==> src/rtl/dlfloat_dot_seq_if.sv <==
// Bundle of the sequencer's operand stream, MAC operand lines, result byte
// stream and status lines. The sequencer uses the slave view; the
// surrounding environment (wrappers plus MAC core) uses the master view.
interface dlfloat_dot_seq_if #(
    parameter int LEN_W = 8
);
    // job control
    logic             start;
    logic [LEN_W-1:0] vec_len;
    // operand stream
    logic             op_valid;
    logic [15:0]      op_a;
    logic [15:0]      op_b;
    logic             op_ready;
    // MAC datapath
    logic [15:0]      mac_a;
    logic [15:0]      mac_b;
    logic             mac_clr;
    logic             mac_en;
    logic [15:0]      mac_c;
    // result byte stream
    logic             res_valid;
    logic [7:0]       res_byte;
    logic             res_ready;
    // status
    logic             busy;
    logic             done;
    logic             nan_flag;

    modport slave (
        input  start, vec_len, op_valid, op_a, op_b, mac_c, res_ready,
        output op_ready, mac_a, mac_b, mac_clr, mac_en,
               res_valid, res_byte, busy, done, nan_flag
    );

    modport master (
        output start, vec_len, op_valid, op_a, op_b, mac_c, res_ready,
        input  op_ready, mac_a, mac_b, mac_clr, mac_en,
               res_valid, res_byte, busy, done, nan_flag
    );
endinterface

==> src/rtl/dlfloat_dot_seq.sv <==
// DLFloat16 dot-product job sequencer.
// Clears the MAC accumulator, streams vec_len operand pairs onto the MAC
// operand lines, waits for the MAC pipeline to drain, then returns the
// 16-bit accumulator as two bytes (MSB first).
// Optional sticky NaN/Inf flag: define DLFLOAT_SEQ_NAN_FLAG_EN.
module dlfloat_dot_seq #(
    parameter int LEN_W   = 8,
    parameter int MAC_LAT = 2   // 1..15
) (
    input  logic              clk,
    input  logic              rst_n,
    dlfloat_dot_seq_if.slave  bus
);

    localparam logic [2:0] S_IDLE   = 3'd0;
    localparam logic [2:0] S_CLEAR  = 3'd1;
    localparam logic [2:0] S_ACCUM  = 3'd2;
    localparam logic [2:0] S_DRAIN  = 3'd3;
    localparam logic [2:0] S_OUT_HI = 3'd4;
    localparam logic [2:0] S_OUT_LO = 3'd5;

    // Entering DRAIN from ACCUM happens in the cycle the last pair sits on
    // mac_a/mac_b, so one extra cycle is counted before the MAC_LAT window.
    // A zero-length job enters DRAIN straight from CLEAR and waits MAC_LAT.
    localparam logic [3:0] DRAIN_AFTER_PAIRS = 4'(MAC_LAT);
    localparam logic [3:0] DRAIN_ZERO_LEN    = 4'(MAC_LAT - 1);

    logic [2:0]       state_q,    state_d;
    logic [LEN_W-1:0] rem_q,      rem_d;
    logic [3:0]       drain_q,    drain_d;
    logic             zero_len_q, zero_len_d;
    logic [15:0]      result_q,   result_d;
    logic [15:0]      mac_a_q,    mac_a_d;
    logic [15:0]      mac_b_q,    mac_b_d;
    logic             mac_en_q,   mac_en_d;
    logic             done_q,     done_d;

    logic        start_acc;
    logic        pair_acc;
    logic        capture;
    logic [15:0] capture_val;

    // A start arriving in the done cycle is deliberately ignored.
    assign start_acc   = (state_q == S_IDLE) && bus.start && !done_q;
    assign pair_acc    = (state_q == S_ACCUM) && bus.op_valid && (rem_q != '0);
    assign capture     = (state_q == S_DRAIN) && (drain_q == 4'd0);
    assign capture_val = zero_len_q ? 16'h0000 : bus.mac_c;

    // Next-state and datapath register inputs for the job FSM.
    always_comb begin
        state_d    = state_q;
        rem_d      = rem_q;
        drain_d    = drain_q;
        zero_len_d = zero_len_q;
        result_d   = result_q;
        mac_a_d    = 16'h0000;
        mac_b_d    = 16'h0000;
        mac_en_d   = 1'b0;
        done_d     = 1'b0;

        case (state_q)
            S_IDLE: begin
                if (start_acc) begin
                    rem_d      = bus.vec_len;
                    zero_len_d = (bus.vec_len == '0);
                    state_d    = S_CLEAR;
                end
            end
            S_CLEAR: begin
                if (rem_q != '0) begin
                    state_d = S_ACCUM;
                end else begin
                    drain_d = DRAIN_ZERO_LEN;
                    state_d = S_DRAIN;
                end
            end
            S_ACCUM: begin
                // Idle beats leave zeros on the operand lines, so the
                // accumulator sees a zero product and does not move.
                if (pair_acc) begin
                    mac_a_d  = bus.op_a;
                    mac_b_d  = bus.op_b;
                    mac_en_d = 1'b1;
                    rem_d    = rem_q - 1'b1;
                    if (rem_q == LEN_W'(1)) begin
                        drain_d = DRAIN_AFTER_PAIRS;
                        state_d = S_DRAIN;
                    end
                end
            end
            S_DRAIN: begin
                if (capture) begin
                    result_d = capture_val;
                    state_d  = S_OUT_HI;
                end else begin
                    drain_d = drain_q - 4'd1;
                end
            end
            S_OUT_HI: begin
                if (bus.res_ready) begin
                    state_d = S_OUT_LO;
                end
            end
            S_OUT_LO: begin
                if (bus.res_ready) begin
                    done_d  = 1'b1;
                    state_d = S_IDLE;
                end
            end
            default: begin
                state_d = S_IDLE;
            end
        endcase
    end

    // State and datapath registers; reset discards any in-flight job.
    always_ff @(posedge clk or negedge rst_n) begin
        if (!rst_n) begin
            state_q    <= S_IDLE;
            rem_q      <= '0;
            drain_q    <= 4'd0;
            zero_len_q <= 1'b0;
            result_q   <= 16'h0000;
            mac_a_q    <= 16'h0000;
            mac_b_q    <= 16'h0000;
            mac_en_q   <= 1'b0;
            done_q     <= 1'b0;
        end else begin
            state_q    <= state_d;
            rem_q      <= rem_d;
            drain_q    <= drain_d;
            zero_len_q <= zero_len_d;
            result_q   <= result_d;
            mac_a_q    <= mac_a_d;
            mac_b_q    <= mac_b_d;
            mac_en_q   <= mac_en_d;
            done_q     <= done_d;
        end
    end

    assign bus.op_ready  = (state_q == S_ACCUM);
    assign bus.mac_a     = mac_a_q;
    assign bus.mac_b     = mac_b_q;
    assign bus.mac_clr   = (state_q == S_CLEAR);
    assign bus.mac_en    = mac_en_q;
    assign bus.res_valid = (state_q == S_OUT_HI) || (state_q == S_OUT_LO);
    assign bus.res_byte  = (state_q == S_OUT_HI) ? result_q[15:8] :
                           (state_q == S_OUT_LO) ? result_q[7:0]  : 8'h00;
    assign bus.busy      = (state_q != S_IDLE);
    assign bus.done      = done_q;

`ifdef DLFLOAT_SEQ_NAN_FLAG_EN
    logic nan_q, nan_d;

    // Sticky NaN/Inf detector over accepted operands and the captured sum.
    always_comb begin
        nan_d = nan_q;
        if (start_acc) begin
            nan_d = 1'b0;
        end
        if (pair_acc && ((bus.op_a == 16'hFFFF) || (bus.op_b == 16'hFFFF))) begin
            nan_d = 1'b1;
        end
        if (capture && (capture_val == 16'hFFFF)) begin
            nan_d = 1'b1;
        end
    end

    // NaN flag register.
    always_ff @(posedge clk or negedge rst_n) begin
        if (!rst_n) begin
            nan_q <= 1'b0;
        end else begin
            nan_q <= nan_d;
        end
    end

    assign bus.nan_flag = nan_q;
`else
    assign bus.nan_flag = 1'b0;
`endif

endmodule

==> src/flat_wrapper.sv <==
// flat-port wrapper written by rule: the top's interface ports become plain ports
module dlfloat_dot_seq_flat 
#(
    parameter int LEN_W   = 8,
    parameter int MAC_LAT = 2           
)
  (clk, rst_n, bus_start, bus_vec_len, bus_op_valid, bus_op_a, bus_op_b, bus_mac_c, bus_res_ready, bus_op_ready, bus_mac_a, bus_mac_b, bus_mac_clr, bus_mac_en, bus_res_valid, bus_res_byte, bus_busy, bus_done, bus_nan_flag);
  dlfloat_dot_seq_if #(.LEN_W(LEN_W)) bus_i ();
  input  logic clk;
  input  logic rst_n;
  input wire logic [$bits(bus_i.start)-1:0] bus_start;
  input wire logic [$bits(bus_i.vec_len)-1:0] bus_vec_len;
  input wire logic [$bits(bus_i.op_valid)-1:0] bus_op_valid;
  input wire logic [$bits(bus_i.op_a)-1:0] bus_op_a;
  input wire logic [$bits(bus_i.op_b)-1:0] bus_op_b;
  input wire logic [$bits(bus_i.mac_c)-1:0] bus_mac_c;
  input wire logic [$bits(bus_i.res_ready)-1:0] bus_res_ready;
  output wire logic [$bits(bus_i.op_ready)-1:0] bus_op_ready;
  output wire logic [$bits(bus_i.mac_a)-1:0] bus_mac_a;
  output wire logic [$bits(bus_i.mac_b)-1:0] bus_mac_b;
  output wire logic [$bits(bus_i.mac_clr)-1:0] bus_mac_clr;
  output wire logic [$bits(bus_i.mac_en)-1:0] bus_mac_en;
  output wire logic [$bits(bus_i.res_valid)-1:0] bus_res_valid;
  output wire logic [$bits(bus_i.res_byte)-1:0] bus_res_byte;
  output wire logic [$bits(bus_i.busy)-1:0] bus_busy;
  output wire logic [$bits(bus_i.done)-1:0] bus_done;
  output wire logic [$bits(bus_i.nan_flag)-1:0] bus_nan_flag;
  assign bus_i.start = bus_start;
  assign bus_i.vec_len = bus_vec_len;
  assign bus_i.op_valid = bus_op_valid;
  assign bus_i.op_a = bus_op_a;
  assign bus_i.op_b = bus_op_b;
  assign bus_i.mac_c = bus_mac_c;
  assign bus_i.res_ready = bus_res_ready;
  assign bus_op_ready = bus_i.op_ready;
  assign bus_mac_a = bus_i.mac_a;
  assign bus_mac_b = bus_i.mac_b;
  assign bus_mac_clr = bus_i.mac_clr;
  assign bus_mac_en = bus_i.mac_en;
  assign bus_res_valid = bus_i.res_valid;
  assign bus_res_byte = bus_i.res_byte;
  assign bus_busy = bus_i.busy;
  assign bus_done = bus_i.done;
  assign bus_nan_flag = bus_i.nan_flag;
  dlfloat_dot_seq #(.LEN_W(LEN_W), .MAC_LAT(MAC_LAT)) u_core (.clk(clk), .rst_n(rst_n), .bus(bus_i));
endmodule
==> config.mk <==
export PLATFORM = sky130hd
export DESIGN_NAME = dlfloat_dot_seq_flat
export DESIGN_NICKNAME = d
export VERILOG_FILES = /design/src/rtl/dlfloat_dot_seq_if.sv /design/src/rtl/dlfloat_dot_seq.sv /design/src/flat_wrapper.sv
export SDC_FILE = /design/constraint.sdc
export NUM_CORES = 1
export LEC_CHECK = 0
export CORE_MARGIN = 1
export CORE_UTILIZATION = 40
export CTS_CLUSTER_DIAMETER = 200
export CTS_CLUSTER_SIZE = 40
export DETAILED_ROUTE_END_ITERATION = 16
export PLACE_DENSITY_LB_ADDON = 0.08
export SLEW_MARGIN = 20
export SYNTH_ARGS = -nofsm -noshare
export SYNTH_HDL_FRONTEND = slang
export SYNTH_SLANG_ARGS = --single-unit
==> constraint.sdc <==
create_clock -name clk -period 2 [get_ports clk]
set_input_delay 0.2 -clock clk [delete_from_list [all_inputs] [get_ports clk]]
set_output_delay 0.2 -clock clk [all_outputs]
set_load 0.05 [all_outputs]
; ---- Word level (Yosys, flattened, before mapping)
; Index checks and enable logic that the tools add are counted.
[word_totals]
wordCells = 71
input_bits = 61
ff_bits = 66
[op_classes]
reduce_logical = 19
n_eq_ne = 14
n_mux = 27
add_sub_neg = 2
[op_table]
columns = op, count
row1 = $mux 16, 5
row2 = $mux 8, 4
row3 = $mux 3, 6
row4 = $pmux 3 s6, 1
row5 = $mux 4, 4
row6 = $pmux 8 s2, 1
row7 = $pmux 4 s3, 1
row8 = $eq 8x1->1 const B, 1
row9 = $logic_not 8->1, 1
row10 = $ne 2x1->1 const B, 4
row11 = $ne 2x2->1 const B, 4
row12 = $reduce_bool 8->1, 1
row13 = $sub 8x1->8 const B, 1
row14 = $eq 3x2->1 const B, 2
row15 = $eq 3x3->1 const B, 2
row16 = $reduce_and 6->1, 1
row17 = $reduce_bool 3->1, 2
row18 = $logic_and 1x1->1, 5
row19 = $mux 1, 5
row20 = $reduce_and 5->1, 1
row21 = $logic_not 4->1, 1
row22 = $reduce_and 2->1, 2
row23 = $sub 4x1->4 const B, 1
row24 = $eq 3x1->1 const B, 1
row25 = other kinds (5), 5

; ---- Longest topological paths before layout
[logic_depth]
word_depth = 5
ltp_mapped = 8

; ---- Least setup slack after synthesis
; Ideal clock, no wire load.
[synth_path]
path_kind = reg2out
startpoint = register u_core.state_q[0]
endpoint = output port bus_mac_clr
stages_incl_launch_ff = 4
arrival_time_ns = 2.303
setup_slack_ns = -0.503
path_cell_list = dfrtp_1 clkbuf_1 clkbuf_1 nor3b_1
[synth_between]
elab_chain_cells = 1
[synth_lines]
columns = element, line
row1 = start: declaration, dlfloat_dot_seq.sv:28  ; logic [2:0] state_q, state_d;
row2 = start signal: assignment, dlfloat_dot_seq.sv:129  ; state_q <= state_d;
row3 = $eq 3x1->1, dlfloat_dot_seq.sv:144  ; assign bus.mac_clr = (state_q == S_CLEAR);
row4 = end: declaration, flat_wrapper.sv:21  ; output wire logic [$bits(bus_i.mac_clr)-1:0] bus_mac_clr;
; No other way between the ends.

; ---- Worst setup path after layout
[layout_path]
startpoint = register u_core.rem_q[1]
endpoint = register u_core.drain_q[3]
[layout_between]
elab_chain_cells = 4
word_cells_on_any_way = 7
classes_between = 4 x eq/ne / 3 x reduce/logical
[layout_lines]
columns = element, line
row1 = start: declaration, dlfloat_dot_seq.sv:29  ; logic [LEN_W-1:0] rem_q, rem_d;
row2 = start signal: assignment, dlfloat_dot_seq.sv:130  ; rem_q <= rem_d;
row3 = $reduce_bool 8->1, "dlfloat_dot_seq.sv:45, dlfloat_dot_seq.sv:70"
row4 = $logic_and 1x1->1, dlfloat_dot_seq.sv:45  ; assign pair_acc = (state_q == S_ACCUM) && bus.op_valid && (rem_q != '0);
row5 = $ne 2x1->1 (no source line), --
row6 = $reduce_and 5->1 (no source line) *, --
row7 = end signal: assignment, dlfloat_dot_seq.sv:131  ; drain_q <= drain_d;
row8 = end: declaration, dlfloat_dot_seq.sv:30  ; logic [3:0] drain_q, drain_d;
; Every way passes the cells marked *; elsewhere a longest branch is shown, timed or not.
; A chain may end at the register's enable or synchronous reset.

==> summary.md <==
| Metric | Value |
|---|---|
| Vert. Die Dim | `88.0 um` |
| Leak | `2.17 nW` |
| Final setup margin | `0.0502 ns` |
| Sink Count | `66` |
| Max incr delay on CP | `0.40 ns` |
| Htree depth | `3` |
| Via count | `2643` |
| Final Slew Violations | `0` |
| Overflow after GRT | `0` |
| Max frequency | `513 MHz` |
| HPWL after DPL | `5380 um` |
| Met2 GRT Util | `31.6%` |
| Max cap viols | `0` |
| CTS Root Cell | `clkbuf_8` |
| Met3 Usage GRT | `6.50%` |
| Layout cells sized above 1 | `17.4%` |
| Area contributors post-synth | `dfrtp_1, and3_1, nand2_1, o21ai_0, mux2i_1` |
| Drt first pass iters | `4` |
| Min-delay worst type | `in2reg` |
| Syn_nets | `359` |
| Peak VDD IR | `684 uV` |
| Synth unique cells | `51` |
| Post-synthesis register bit count | `66` |
| Busiest grt layer | `met2` |
| Total routed wirelength | `7500 um` |
| Design Area, Final | `4650 sq um` |
| CP max FO | `4` |
| WP data arrival | `2.17 ns` |
| Initial Util | `42.3%` |
| Initial drt markers | `123` |
| Type of origin of the critical path | `flop` |
| Met1 Track Usage GR | `28.0%` |
| Power per cell area | `1400 nW/um^2` |
| Fin util | `66.6%` |
| Diode count | `0` |
| Setup_tns | `0 ns` |
| Mean Syn Cell Area | `10.0 sq um` |
| Fill cells | `567` |
| CP Class | `reg2reg` |
| Gate Count Post-Synth | `295` |
| Total GRT Usage | `20.7%` |
| CTS clk-pin slew, worst paths | `0.08 ns` |
| CP max-delay cell | `or3b_4` |
| TritonCTS buffer count | `9` |
| Total core area | `6980 sq um` |
| Post-route DRC violation count | `0` |
| Worst-skew pair later-pin latency | `0.33 ns` |
| Combinational power share | `48.7%` |
| Hold Fails Final Rpt | `0` |
| Setup WS pre-CTS | `0.0155 ns` |
| Post-synth design cell area | `2960 sq um` |
| Sequential Power Share | `31.7%` |
| Net Sw Frac | `39.9%` |
| Vias in the first global route | `2500` |
| Pin count of the biggest net entering global routing | `34` |
| I/O pin cnt | `108` |
| First-pass GRT wire length | `12100 um` |
| FFs w/ async S/R, synth | `100%` |
| RePlAce Congestion | `0.842` |
| P_int | `3.91 mW` |
| Max Buffers Root-to-Sink | `2` |
| Cell accounting for the most synthesized area | `dfrtp_1` |
| Vias/cell | `5.12` |
| CTS tree | `yes` |
| Tmin final | `1.95 ns` |
| Status | `finished clean` |
| Setup-failing EPs final | `0` |
| CP delay by family, top | `simple AND/OR/NAND/NOR gates` |
| Input/output buffers | `106` |
| Multi-input logic area | `1220 sq um` |
| Initial antenna violation count | `0` |
| Clk pwr share | `19.5%` |
| Top FF cell, synth | `dfrtp_1` |
| Placed cell areas | `4380 sq um` |
| Seq/Total Area, Yosys | `55.9%` |
| Post-synth EDFFs | `0` |
| Area growth, synth to finish | `57.5%` |
| Drt wl/cell | `14.5 um` |
| Top cell type's share of synthesized area | `55.9%` |
| Critical path data required time | `2.22 ns` |
| CP Capture Type | `flop` |
| Crit path cell chain | `inv_2 -> ha_4 -> or3b_4 -> or3_4 -> a31o_1 -> a22o_1` |
| Overall Power | `6.50 mW` |
| Crit path buffers/inverters | `1` |
| Yosys warning count | `0` |
| Max_slew headroom | `51.4%` |
| Sequential Area | `1650 sq um` |
| ANT nets after route | `0` |
| Die Wd | `88.0 um` |
| Worst-Margin Slew | `0.729 ns` |
| Die area | `7740 sq um` |
| Post-route clock period utilization | `97.5%` |
| Core Rows | `30` |
| Unrepaired setup endpoints after global routing | `true` |
| Clk_skew | `0.0113 ns` |
| Nets | `479` |
| Sw power | `2.59 mW` |
==> cell usage after synthesis, drive strengths merged, types with 2 or more instances <==
library cell / n
dfrtp: 66
nand2: 39
and3: 34
o21ai: 25
clkbuf: 18
nor2: 16
inv: 10
a21oi: 8
mux2i: 8
nor4: 5
o2bb2ai: 5
nand3: 4
nor2b: 4
buf: 3
ha: 3
nor3: 3
o211ai: 3
or3b: 3
a211oi: 2
a22o: 2
a22oi: 2
a2bb2oi: 2
a31o: 2
and2: 2
nand4: 2
nor3b: 2
o21a: 2
o31ai: 2
or3: 2
or4: 2
==> worst paths after layout <==
kind                                                start                              end  slack, ns  depth (start not counted)
max in group asynchronous                           rst_n  u_core.result_q[11]$_DFFE_PN0N_       0.91                          3
hold reg to reg            u_core.result_q[7]$_DFFE_PN0N_   u_core.result_q[7]$_DFFE_PN0N_       0.49                          2
setup / recovery              u_core.rem_q[1]$_DFFE_PN0P_    u_core.drain_q[3]$_DFFE_PN0P_       0.05                          6
min in group asynchronous                           rst_n    u_core.state_q[2]$_DFFE_PN0P_       0.47                          2
hold / removal                                bus_op_b[3]    u_core.bus.mac_b[3]$_DFF_PN0_       0.42                          2
setup reg to reg              u_core.rem_q[1]$_DFFE_PN0P_    u_core.drain_q[3]$_DFFE_PN0P_       0.05                          6
==> layout make-up <==
cell class,instances,area share (%)
timing repair buffer,130,29.7
clock inverter,4,1.59
sequential,66,35.5
inverter,11,0.887
clock buffer,12,3.33
tap,96,2.58
multi-input combinational,197,26.3
==> power groups by stage <==
| stage | registers [mW] | logic, mW | clock network, mW |
|---|---|---|---|
| 6_report | 2.06 | 3.17 | 1.27 |
| 5_1_grt | 2.12 | 3.44 | 1.36 |
| 4_1_cts | 2.05 | 3.13 | 1.30 |
| 3_5_place_dp | 2.07 | 3.12 | 0 |
| 3_3_place_gp | 2.05 | 3.06 | 0 |
| 2_1_floorplan | 2.52 | 1.49 | 0 |
==> placed cells by master, fill, tap and decap left out, drive strengths merged, types with 3 or more instances in the layout <==
master         Yosys  final
a21oi              8      8
and3              34     34
nand3              4      4
buf                3     36
mux2i              8      8
o2bb2ai            5      5
clkbuf            18     12
clkinv             1      3
clkdlybuf4s50      0     93
nor4               5      5
inv               10     10
ha                 3      3
o211ai             3      3
o21ai             25     25
nor2              16     16
nand2             39     39
dfrtp             66     66
nor2b              4      4
or3b               3      3
nor3               3      3
==> sequential cells by signal (all words and copies together) (netlist names) <==
name               cells
u_core.bus.done        1
u_core.bus.mac_a      16
u_core.bus.mac_b      16
u_core.bus.mac_en      1
u_core.drain_q         4
u_core.rem_q           8
u_core.result_q       16
u_core.state_q         3
u_core.zero_len_q      1
==> cell families after synthesis <==
group,Yosys count,share of synthesized area (%)
buf+inv,32,4.28
other cells,1,0.127
fa+ha+maj,3,1.27
mux,9,3.09
compound gates,63,14.0
flops,66,55.9
simple gates,121,21.4
==> worst register-to-register path: cells and delay by family, from the launching register on <==
family	cells	cell delay [ns]
AOI/OAI and AO/OA	2	0.46
adders and majority gates	1	0.13
buffers and inverters	1	0.08
DFF	1	0.39
and+or+nand+nor	2	0.78
==> per-layer routing <==
metal | share of wire [%] | up-vias | wire [um]
met3 | 7.7 | 7 | 575
met5 | 0 | - | 0
met2 | 48 | 101 | 3590
met1 | 44 | 1261 | 3280
met4 | 0.68 | 0 | 51
li1 | - | 1274 | -
==> metrics by stage <==
stage               instances  hold slack, ns
finish                    516           0.419
global route              516           0.410
CTS                       515           0.406
detailed placement        498           0.305
global placement          498           0.299
floorplan                 295         -0.0956
==> what timing repair did <==
action / CTS / global route
hold endpoints to repair: 29 / 0
endpoints found under the setup margin: 0 / 19
hold buffers: 1 / 0
gates resized for setup: 0 / 8
setup buffers: 0 / 1
Note: power is estimated with default switching activity, not from simulation.
